<file path="config.mk">
export PLATFORM = sky130hd
export DESIGN_NAME = pushbutton_conditioner_flat
export DESIGN_NICKNAME = d
export VERILOG_FILES = /design/src/rtl/pushbutton_conditioner_pkg.sv /design/src/rtl/pushbutton_conditioner_if.sv /design/src/rtl/pushbutton_conditioner_debounce_bit.sv /design/src/rtl/pushbutton_conditioner.sv /design/src/flat_wrapper.sv
export SDC_FILE = /design/constraint.sdc
export NUM_CORES = 1
export LEC_CHECK = 0
export CAP_MARGIN = 10
export CORE_ASPECT_RATIO = 0.7
export CORE_MARGIN = 1.5
export CORE_UTILIZATION = 53
export DETAILED_ROUTE_END_ITERATION = 8
export PLACE_DENSITY = 0.85
export SLEW_MARGIN = 20
export SYNTH_ARGS = -nofsm -noshare
export SYNTH_HDL_FRONTEND = slang
export SYNTH_SLANG_ARGS = --single-unit
</file>
<file path="constraint.sdc">
create_clock -name clock -period 3.5 [get_ports clock]
set_input_delay 0.7 -clock clock [delete_from_list [all_inputs] [get_ports clock]]
set_output_delay 0.7 -clock clock [all_outputs]
set_load 0.01 [all_outputs]
</file>
<file path="src/rtl/pushbutton_conditioner_pkg.sv">
// Shared constants and helpers for the pushbutton conditioner.
// Imported by the interface, the per-bit debouncer and the top level.
package pushbutton_conditioner_pkg;

    localparam int unsigned DEFAULT_WIDTH           = 4;
    localparam int unsigned DEFAULT_SYNC_STAGES     = 2;
    localparam int unsigned DEFAULT_DEBOUNCE_CYCLES = 16;
    localparam int unsigned COUNT_WIDTH             = 8;

    typedef logic [COUNT_WIDTH-1:0] press_count_t;

    // Stability counter width; it only has to reach DEBOUNCE_CYCLES-1.
    function automatic int unsigned cnt_width(input int unsigned cycles);
        int unsigned w;
        w = $clog2(cycles);
        return (w < 1) ? 1 : w;
    endfunction

endpackage

</file>
<file path="src/rtl/pushbutton_conditioner_if.sv">
// Button-side bundle: raw switch levels in, conditioned levels, pulses and count out.
// The conditioner uses the slave modport; the board/bench drives through master.
interface pushbutton_conditioner_if
    import pushbutton_conditioner_pkg::*;
#(
    parameter int unsigned WIDTH = DEFAULT_WIDTH
);

    logic [WIDTH-1:0] raw_buttons;
    logic [WIDTH-1:0] buttons;
    logic [WIDTH-1:0] press_pulse;
    logic [WIDTH-1:0] release_pulse;
    press_count_t     press_count;

    modport master (
        output raw_buttons,
        input  buttons,
        input  press_pulse,
        input  release_pulse,
        input  press_count
    );

    modport slave (
        input  raw_buttons,
        output buttons,
        output press_pulse,
        output release_pulse,
        output press_count
    );

endinterface

</file>
<file path="src/rtl/pushbutton_conditioner_debounce_bit.sv">
// One button bit: synchroniser chain, stability counter and accepted-level flop,
// with registered rise/fall pulses and the rise pulse's next state for counting.
module pushbutton_conditioner_debounce_bit
    import pushbutton_conditioner_pkg::*;
#(
    parameter int unsigned SYNC_STAGES     = DEFAULT_SYNC_STAGES,
    parameter int unsigned DEBOUNCE_CYCLES = DEFAULT_DEBOUNCE_CYCLES
) (
    input  logic clock,
    input  logic reset,
    input  logic i_raw,
    output logic o_level,
    output logic o_rise,
    output logic o_fall,
    output logic o_rise_next
);

    localparam int unsigned      CW       = cnt_width(DEBOUNCE_CYCLES);
    localparam logic [CW-1:0]    CNT_LAST = CW'(DEBOUNCE_CYCLES - 1);

    logic [SYNC_STAGES-1:0] r_sync;
    logic [CW-1:0]          r_cnt;
    logic [CW-1:0]          w_cnt_next;
    logic                   r_level;
    logic                   r_rise;
    logic                   r_fall;
    logic                   w_sync;
    logic                   w_mismatch;
    logic                   w_accept;

    // Plain shift chain: nothing may sit between synchroniser stages.
    always_ff @(posedge clock or negedge reset) begin
        if (!reset) begin
            r_sync <= '0;
        end else begin
            r_sync <= {r_sync[SYNC_STAGES-2:0], i_raw};
        end
    end

    assign w_sync     = r_sync[SYNC_STAGES-1];
    assign w_mismatch = w_sync ^ r_level;
    assign w_accept   = w_mismatch && (r_cnt == CNT_LAST);

    always_comb begin
        w_cnt_next = r_cnt;
        if (!w_mismatch || w_accept) begin
            w_cnt_next = '0;
        end else begin
            w_cnt_next = r_cnt + CW'(1);
        end
    end

    always_ff @(posedge clock or negedge reset) begin
        if (!reset) begin
            r_cnt   <= '0;
            r_level <= 1'b0;
            r_rise  <= 1'b0;
            r_fall  <= 1'b0;
        end else begin
            r_cnt   <= w_cnt_next;
            r_level <= w_accept ? w_sync : r_level;
            r_rise  <= w_accept & w_sync;
            r_fall  <= w_accept & ~w_sync;
        end
    end

    assign o_level     = r_level;
    assign o_rise      = r_rise;
    assign o_fall      = r_fall;
    assign o_rise_next = w_accept & w_sync;

endmodule

</file>
<file path="src/rtl/pushbutton_conditioner.sv">
// Pushbutton conditioner top: WIDTH independent debouncers plus a wrapping
// press counter that advances in the same cycle the press pulses appear.
module pushbutton_conditioner
    import pushbutton_conditioner_pkg::*;
#(
    parameter int unsigned WIDTH           = DEFAULT_WIDTH,
    parameter int unsigned SYNC_STAGES     = DEFAULT_SYNC_STAGES,
    parameter int unsigned DEBOUNCE_CYCLES = DEFAULT_DEBOUNCE_CYCLES
) (
    input logic                   clock,
    input logic                   reset,
    pushbutton_conditioner_if.slave btn
);

    logic [WIDTH-1:0] w_level;
    logic [WIDTH-1:0] w_rise;
    logic [WIDTH-1:0] w_fall;
    logic [WIDTH-1:0] w_rise_next;
    press_count_t     w_inc;
    press_count_t     r_press_count;

    for (genvar i = 0; i < WIDTH; i++) begin : g_bit
        pushbutton_conditioner_debounce_bit #(
            .SYNC_STAGES     (SYNC_STAGES),
            .DEBOUNCE_CYCLES (DEBOUNCE_CYCLES)
        ) u_debounce (
            .clock       (clock),
            .reset       (reset),
            .i_raw       (btn.raw_buttons[i]),
            .o_level     (w_level[i]),
            .o_rise      (w_rise[i]),
            .o_fall      (w_fall[i]),
            .o_rise_next (w_rise_next[i])
        );
    end

    // Popcount of the press pulses being registered this edge.
    always_comb begin
        w_inc = '0;
        for (int i = 0; i < WIDTH; i++) begin
            w_inc = w_inc + COUNT_WIDTH'(w_rise_next[i]);
        end
    end

    always_ff @(posedge clock or negedge reset) begin
        if (!reset) begin
            r_press_count <= '0;
        end else begin
            r_press_count <= r_press_count + w_inc;
        end
    end

    assign btn.buttons       = w_level;
    assign btn.press_pulse   = w_rise;
    assign btn.release_pulse = w_fall;
    assign btn.press_count   = r_press_count;

endmodule

</file>
<file path="src/flat_wrapper.sv">
// flat-port wrapper written by rule: the top's interface ports become plain ports
module pushbutton_conditioner_flat import pushbutton_conditioner_pkg::*;
#(
    parameter int unsigned WIDTH           = DEFAULT_WIDTH,
    parameter int unsigned SYNC_STAGES     = DEFAULT_SYNC_STAGES,
    parameter int unsigned DEBOUNCE_CYCLES = DEFAULT_DEBOUNCE_CYCLES
)
  (clock, reset, btn_raw_buttons, btn_buttons, btn_press_pulse, btn_release_pulse, btn_press_count);
  pushbutton_conditioner_if #(.WIDTH(WIDTH)) btn_i ();
  input logic clock;
  input logic reset;
  input wire logic [$bits(btn_i.raw_buttons)-1:0] btn_raw_buttons;
  output wire logic [$bits(btn_i.buttons)-1:0] btn_buttons;
  output wire logic [$bits(btn_i.press_pulse)-1:0] btn_press_pulse;
  output wire logic [$bits(btn_i.release_pulse)-1:0] btn_release_pulse;
  output wire logic [$bits(btn_i.press_count)-1:0] btn_press_count;
  assign btn_i.raw_buttons = btn_raw_buttons;
  assign btn_buttons = btn_i.buttons;
  assign btn_press_pulse = btn_i.press_pulse;
  assign btn_release_pulse = btn_i.release_pulse;
  assign btn_press_count = btn_i.press_count;
  pushbutton_conditioner #(.WIDTH(WIDTH), .SYNC_STAGES(SYNC_STAGES), .DEBOUNCE_CYCLES(DEBOUNCE_CYCLES)) u_core (.clock(clock), .reset(reset), .btn(btn_i));
endmodule
</file>
# [Word-level counts from Yosys, hierarchy flattened]
# Cells that the tools add are included.
[totals] memories=0 ramBits=0 latchBits=0 elab_cells=65 rom_bits=0 regBits=44 out_inout_bits=20 input_bits=6
[op_classes] bitwise=16 shift=0 mux=4 eq_ne=4 add_sub_neg=8 magnitude_cmp=0 n_mul=0 div_mod_pow=0 reduce_logical=12
[ops] operator="$add A4 B1 Y4 const B" count=4
[ops] operator="$add A8 B1 Y8" count=2
[ops] operator="$eq A4 B4 Y1 const B" count=4
[ops] operator="$mux W4" count=4
[ops] operator="$add A8 B8 Y8" count=1
[ops] operator="$and A1 B1 Y1" count=8
[ops] operator="$logic_and A1 B1 Y1" count=4
[ops] operator="$logic_not A1 Y1" count=4
[ops] operator="$logic_or A1 B1 Y1" count=4
[ops] operator="$not A1 Y1" count=4
[ops] operator="$xor A1 B1 Y1" count=4
[ops] operator="$add A1 B1 Y2" count=1

# [Logic depth before layout (Yosys ltp)]
[logic_depth] depth_word=7 mapped_depth=11 ltp_nobuf=11

# [Modules after synthesis]
# Synthesis repeated with hierarchy kept, for this count alone.
[hier_totals] hier_cells=126 area_unflattened_um2=1785.5
[by_module_without_submodules] module="pushbutton_conditioner_debounce_bit" instances=4 cells_per_inst=24 area_per_inst_um2=349.1
[by_module_without_submodules] module="pushbutton_conditioner" instances=1 cells_per_inst=30 area_per_inst_um2=389.1

# [Worst setup path before layout]
# No wires, ideal clock.
[synth_path] kind="register to register" start="register u_core.g_bit[0].u_debounce.r_cnt[0]" end="register u_core.r_press_count[6] (netlist: u_core.btn.press_count[6])" n_path_buf=0 path_stages_with_launch=12 synth_period_minus_slack_ps=2795 setup_ps=125 setup_slack_ps=705 required_ps=3375 t_arrival_ps=2669 path_cell_list="dfrtp_1 ha_1 nand3_2 nor3b_1 ha_1 fa_1 ha_1 inv_1 fa_1 nor2b_4 o2111ai_1 xnor2_1"
[synth_via] elab_chain_len=7
[synth_rtl] element="from (decl)" line_no="pushbutton_conditioner_debounce_bit.sv:22" rtl="logic [CW-1:0] r_cnt;"
[synth_rtl] element="from (signal assigned)" line_no="pushbutton_conditioner_debounce_bit.sv:60" rtl="r_cnt <= w_cnt_next;"
[synth_rtl] element="$eq A4 B4 Y1" line_no="pushbutton_conditioner_debounce_bit.sv:42" rtl="assign w_accept = w_mismatch && (r_cnt == CNT_LAST);"
[synth_rtl] element="$logic_and A1 B1 Y1" line_no="pushbutton_conditioner_debounce_bit.sv:42"
[synth_rtl] element="$and A1 B1 Y1" line_no="pushbutton_conditioner_debounce_bit.sv:70" rtl="assign o_rise_next = w_accept & w_sync;"
[synth_rtl] element="named net u_core.g_bit[0].u_debounce.o_rise_next" line_no="pushbutton_conditioner_debounce_bit.sv:15" rtl="output logic o_rise_next"
[synth_rtl] element="$add A1 B1 Y2" line_no="pushbutton_conditioner.sv:41" rtl="w_inc = w_inc + COUNT_WIDTH'(w_rise_next[i]);"
[synth_rtl] element="$add A8 B1 Y8 (2 in series)" line_no="pushbutton_conditioner.sv:41"
[synth_rtl] element="$add A8 B8 Y8" line_no="pushbutton_conditioner.sv:49" rtl="r_press_count <= r_press_count + w_inc;"
[synth_rtl] element="to (signal assigned)" line_no="pushbutton_conditioner.sv:49"
[synth_rtl] element="to (decl)" line_no="pushbutton_conditioner.sv:20" rtl="press_count_t r_press_count;"
# The timed path passes the listed nets, and every way through them passes these cells.
# A chain may end at the register's enable or synchronous reset.

# [Worst setup path in the final report]
# Ends and elaborated chain as after synthesis.

==> flow_metrics.tcl <==
set metrics [dict create \
    holdBufCountCts 0 \
    critPathCapture "u_core.btn.press_count[6]" \
    grt_start_max_net_pins 45 \
    ant_nets 0 \
    setup.worst_path.end_class "flip-flop" \
    drt_first_pass_iters 3 \
    core_mm2 0.00323 \
    antenna-diode-count 0 \
    r2r-start "u_core.g_bit[0].u_debounce.r_cnt[0]" \
    post_drt_wl_per_cell_um 13.1 \
    setup_repair_after_global_routing_missed_its_margin "no" \
    vias_per_cell 4.89 \
    grt_antenna_before_repair 0 \
    finalHoldWorstSlack_ps 349 \
    critical_path_depth 11 \
    ctsResizeCount 0 \
    critPathLaunch "u_core.g_bit[0].u_debounce.r_cnt[0]" \
    non_filler_cells_in_the_finished_layout 208 \
    buffer_ports.inserted 25 \
    synth.lib_cells_used.distinct 22 \
    grt.overflow.total 0 \
    crit_fanout 4 \
    most-common-layout-cells "sky130_fd_sc_hd__dfrtp_1 (44), sky130_fd_sc_hd__clkdlybuf4s50_1 (24), sky130_fd_sc_hd__xor2_1 (13), sky130_fd_sc_hd__nor2_1 (10), sky130_fd_sc_hd__ha_1 (9)" \
    worst_ep_required_time_ps 3690 \
    synth.ff_latch_count 44 \
    max_cap_viol_count 0 \
    floorplan.die.height_um 52.4 \
    syn_to_final_growth_pct 18.4 \
    p_per_area_mw_per_mm2 452 \
    worst_clock_skew_ps 7.15 \
    critical_path.slowest_cell "sky130_fd_sc_hd__fa_1" \
    clk_transition_reported_paths_ps 80 \
    numCtsBuffers 5 \
    synth.avg_cell_area_um2 13.2 \
    placed_cells 200 \
    setup_tns_ps 0 \
    critPathTopFamily "adder cells" \
    netlist_area_mm2 0.00185 \
    m2_gr_usage_pct 27.2 \
    hpwl_um 2030 \
    num_vias 1017 \
    drtIter0Drc 37 \
    finalCritPeriodShare_pct 86.9 \
    sequence_of_cells_on_the_critical_path "ha_1, nand3_2, nor3b_1, ha_1, fa_1, ha_1, inv_1, fa_1, nor2b_4, o2111ai_1, xnor2_1" \
    syn_nets 157 \
    fillerInstances 242 \
    global_route.usage.met3_pct 5.58 \
    max_slew.worst_pin.slew_ps 934 \
    yosys_warnings 0 \
    cts_buffer_depth 2 \
    clock_tree_from_tritoncts "yes" \
    cts_root_buf "sky130_fd_sc_hd__clkbuf_8" \
    synth_cells 140 \
    remaining_drc_errors 0 \
    grt_most_used_layer "met2" \
    number_of_top_level_design_ports 26 \
    rrSetupSlack_ps 460 \
    timing.critical_path.buf_inv 1 \
    finish.net_count 177 \
    cellLeakagePower_nw 1.07 \
    min_path_type "flip-flop to flip-flop" \
    insertion_delay_ps 290 \
    max-vdd-ir-drop_v 0.000391 \
    start_kind "flip-flop" \
    max_slew_headroom_pct 37.8 \
    timing.fmax_ghz 0.329 \
    sequential_area_share_after_synthesis_pct 59.7 \
    global_route.usage.met1_pct 21.2 \
    run_status "finished clean" \
    row_count 17 \
    floorplan.die_area_mm2 0.00385 \
    globalplace.congestion 0.785 \
    first_global_vias 1054 \
    post-route-min-period_ps 3040 \
    rr_worst_depth 11 \
    layout_commonest_cell "sky130_fd_sc_hd__dfrtp_1" \
    worst_r2r_endpoint "u_core.btn.press_count[6]" \
    final_layout_size_suffix_gt1_share_pct 11.2 \
    cts_max_level 2 \
    criticalPathCategory "flip-flop to flip-flop" \
    cpPeakStageDelay_ps 490 \
    post-route-util_pct 67.6 \
    setup_viol 0 \
    track_usage_pct 17.1 \
    number_of_clock_sinks 44 \
    timing.critical_path.arrival_ps 3230 \
    grt_pass1_wl_um 4730 \
    initial_utilization_pct 57.1 \
    report.final.slew_viol_count 0 \
    routed_wirelength_um 2730 \
    timing.critical_path.mode_cell "sky130_fd_sc_hd__ha_1" \
    dieWidth_um 73.5 \
    cts_setup_buffers 0 \
    hold_viol 0 \
]
-- worst min-delay path by stage --
| stage | from | to | slack [ps] | cells after the start |
|---|---|---|---|---|
| 2_1_floorplan | u_core.g_bit[0].u_debounce.r_sync[0] | u_core.g_bit[0].u_debounce.r_sync[1] | 330 | 0 |
| 3_3_place_gp | u_core.g_bit[3].u_debounce.r_sync[0] | u_core.g_bit[3].u_debounce.r_sync[1] | 330 | 0 |
| 3_5_place_dp | u_core.g_bit[3].u_debounce.r_sync[0] | u_core.g_bit[3].u_debounce.r_sync[1] | 330 | 0 |
| 4_1_cts | u_core.g_bit[3].u_debounce.r_sync[0] | u_core.g_bit[3].u_debounce.r_sync[1] | 350 | 0 |
| 5_1_grt | u_core.g_bit[1].u_debounce.r_sync[0] | u_core.g_bit[1].u_debounce.r_sync[1] | 360 | 0 |
| 6_report | u_core.g_bit[3].u_debounce.r_sync[0] | u_core.g_bit[3].u_debounce.r_sync[1] | 350 | 0 |
-- report_power, final --
part | internal [W] | total, W | leakage (nW) | switching [W]
registers | 0.000524 | 0.000536 | 0.586 | 0.0000123
clock network | 0.000252 | 0.000414 | 0.0645 | 0.000162
logic | 0.0000176 | 0.0000382 | 0.420 | 0.0000207
total | 0.000793 | 0.000988 | 1.07 | 0.000195
-- layer usage --
layer	up-vias	routed length, µm
li1	490	-
met1	504	1210
met2	19	1340
met3	4	136
met4	0	36
met5	-	0
-- synthesized netlist by cell type, drive strengths merged --
cell     number  share of area (%)
nand2b        1               0.75
and2          3                1.0
and3          3                1.0
nor2         10                2.0
nand2         5                1.0
o21ai         1               0.27
nand4         1               0.34
nor2b         1               0.75
buf          12                4.9
nand3         9                3.3
xnor2         5                2.4
dfrtp        44                 60
a21oi         3               0.81
ha            9                6.1
o2111ai       1               0.47
xor2         13                6.2
fa            2                2.2
mux2          4                2.6
nor3b         8                3.3
inv           5                1.0
-- flip-flops by register name (all words and copies together) (netlist names) --
name,cells
u_core.g_bit.u_debounce.o_level,4
u_core.g_bit.u_debounce.o_fall,4
u_core.btn.press_count,8
u_core.g_bit.u_debounce.r_sync,8
u_core.g_bit.u_debounce.o_rise,4
u_core.g_bit.u_debounce.r_cnt,16
-- metrics by stage --
stage               worst slack, ps  total power, W  cell area, µm²
floorplan                       705        0.000564            1850
detailed placement              429        0.000585            2060
CTS                             422        0.000999            2190
global placement                604        0.000582            2060
global route                    250         0.00102            2190
finish                          457        0.000988            2190
-- logic make-up after synthesis --
family / count (synthesis) / synth area share, %
buffers and inverters: 17 / 5.90
adder cells (fa/ha/maj): 11 / 8.27
AND/OR/NAND/NOR: 41 / 13.4
AO/OA/AOI/OAI: 5 / 1.56
flip-flops: 44 / 59.7
XOR/XNOR: 18 / 8.54
multiplexers: 4 / 2.64
-- layout make-up --
cell class / instances / area (µm²) / area share [%]
repair buffers: 25 / 245 / 11.2
well taps: 47 / 58.8 / 2.69
multi-input cells: 79 / 636 / 29.1
flip-flops and latches: 44 / 1100 / 50.4
clock inverters: 1 / 30.0 / 1.37
inverters: 5 / 18.8 / 0.859
clock buffers: 7 / 96.3 / 4.41
Note: power is estimated with default switching activity, not from simulation.
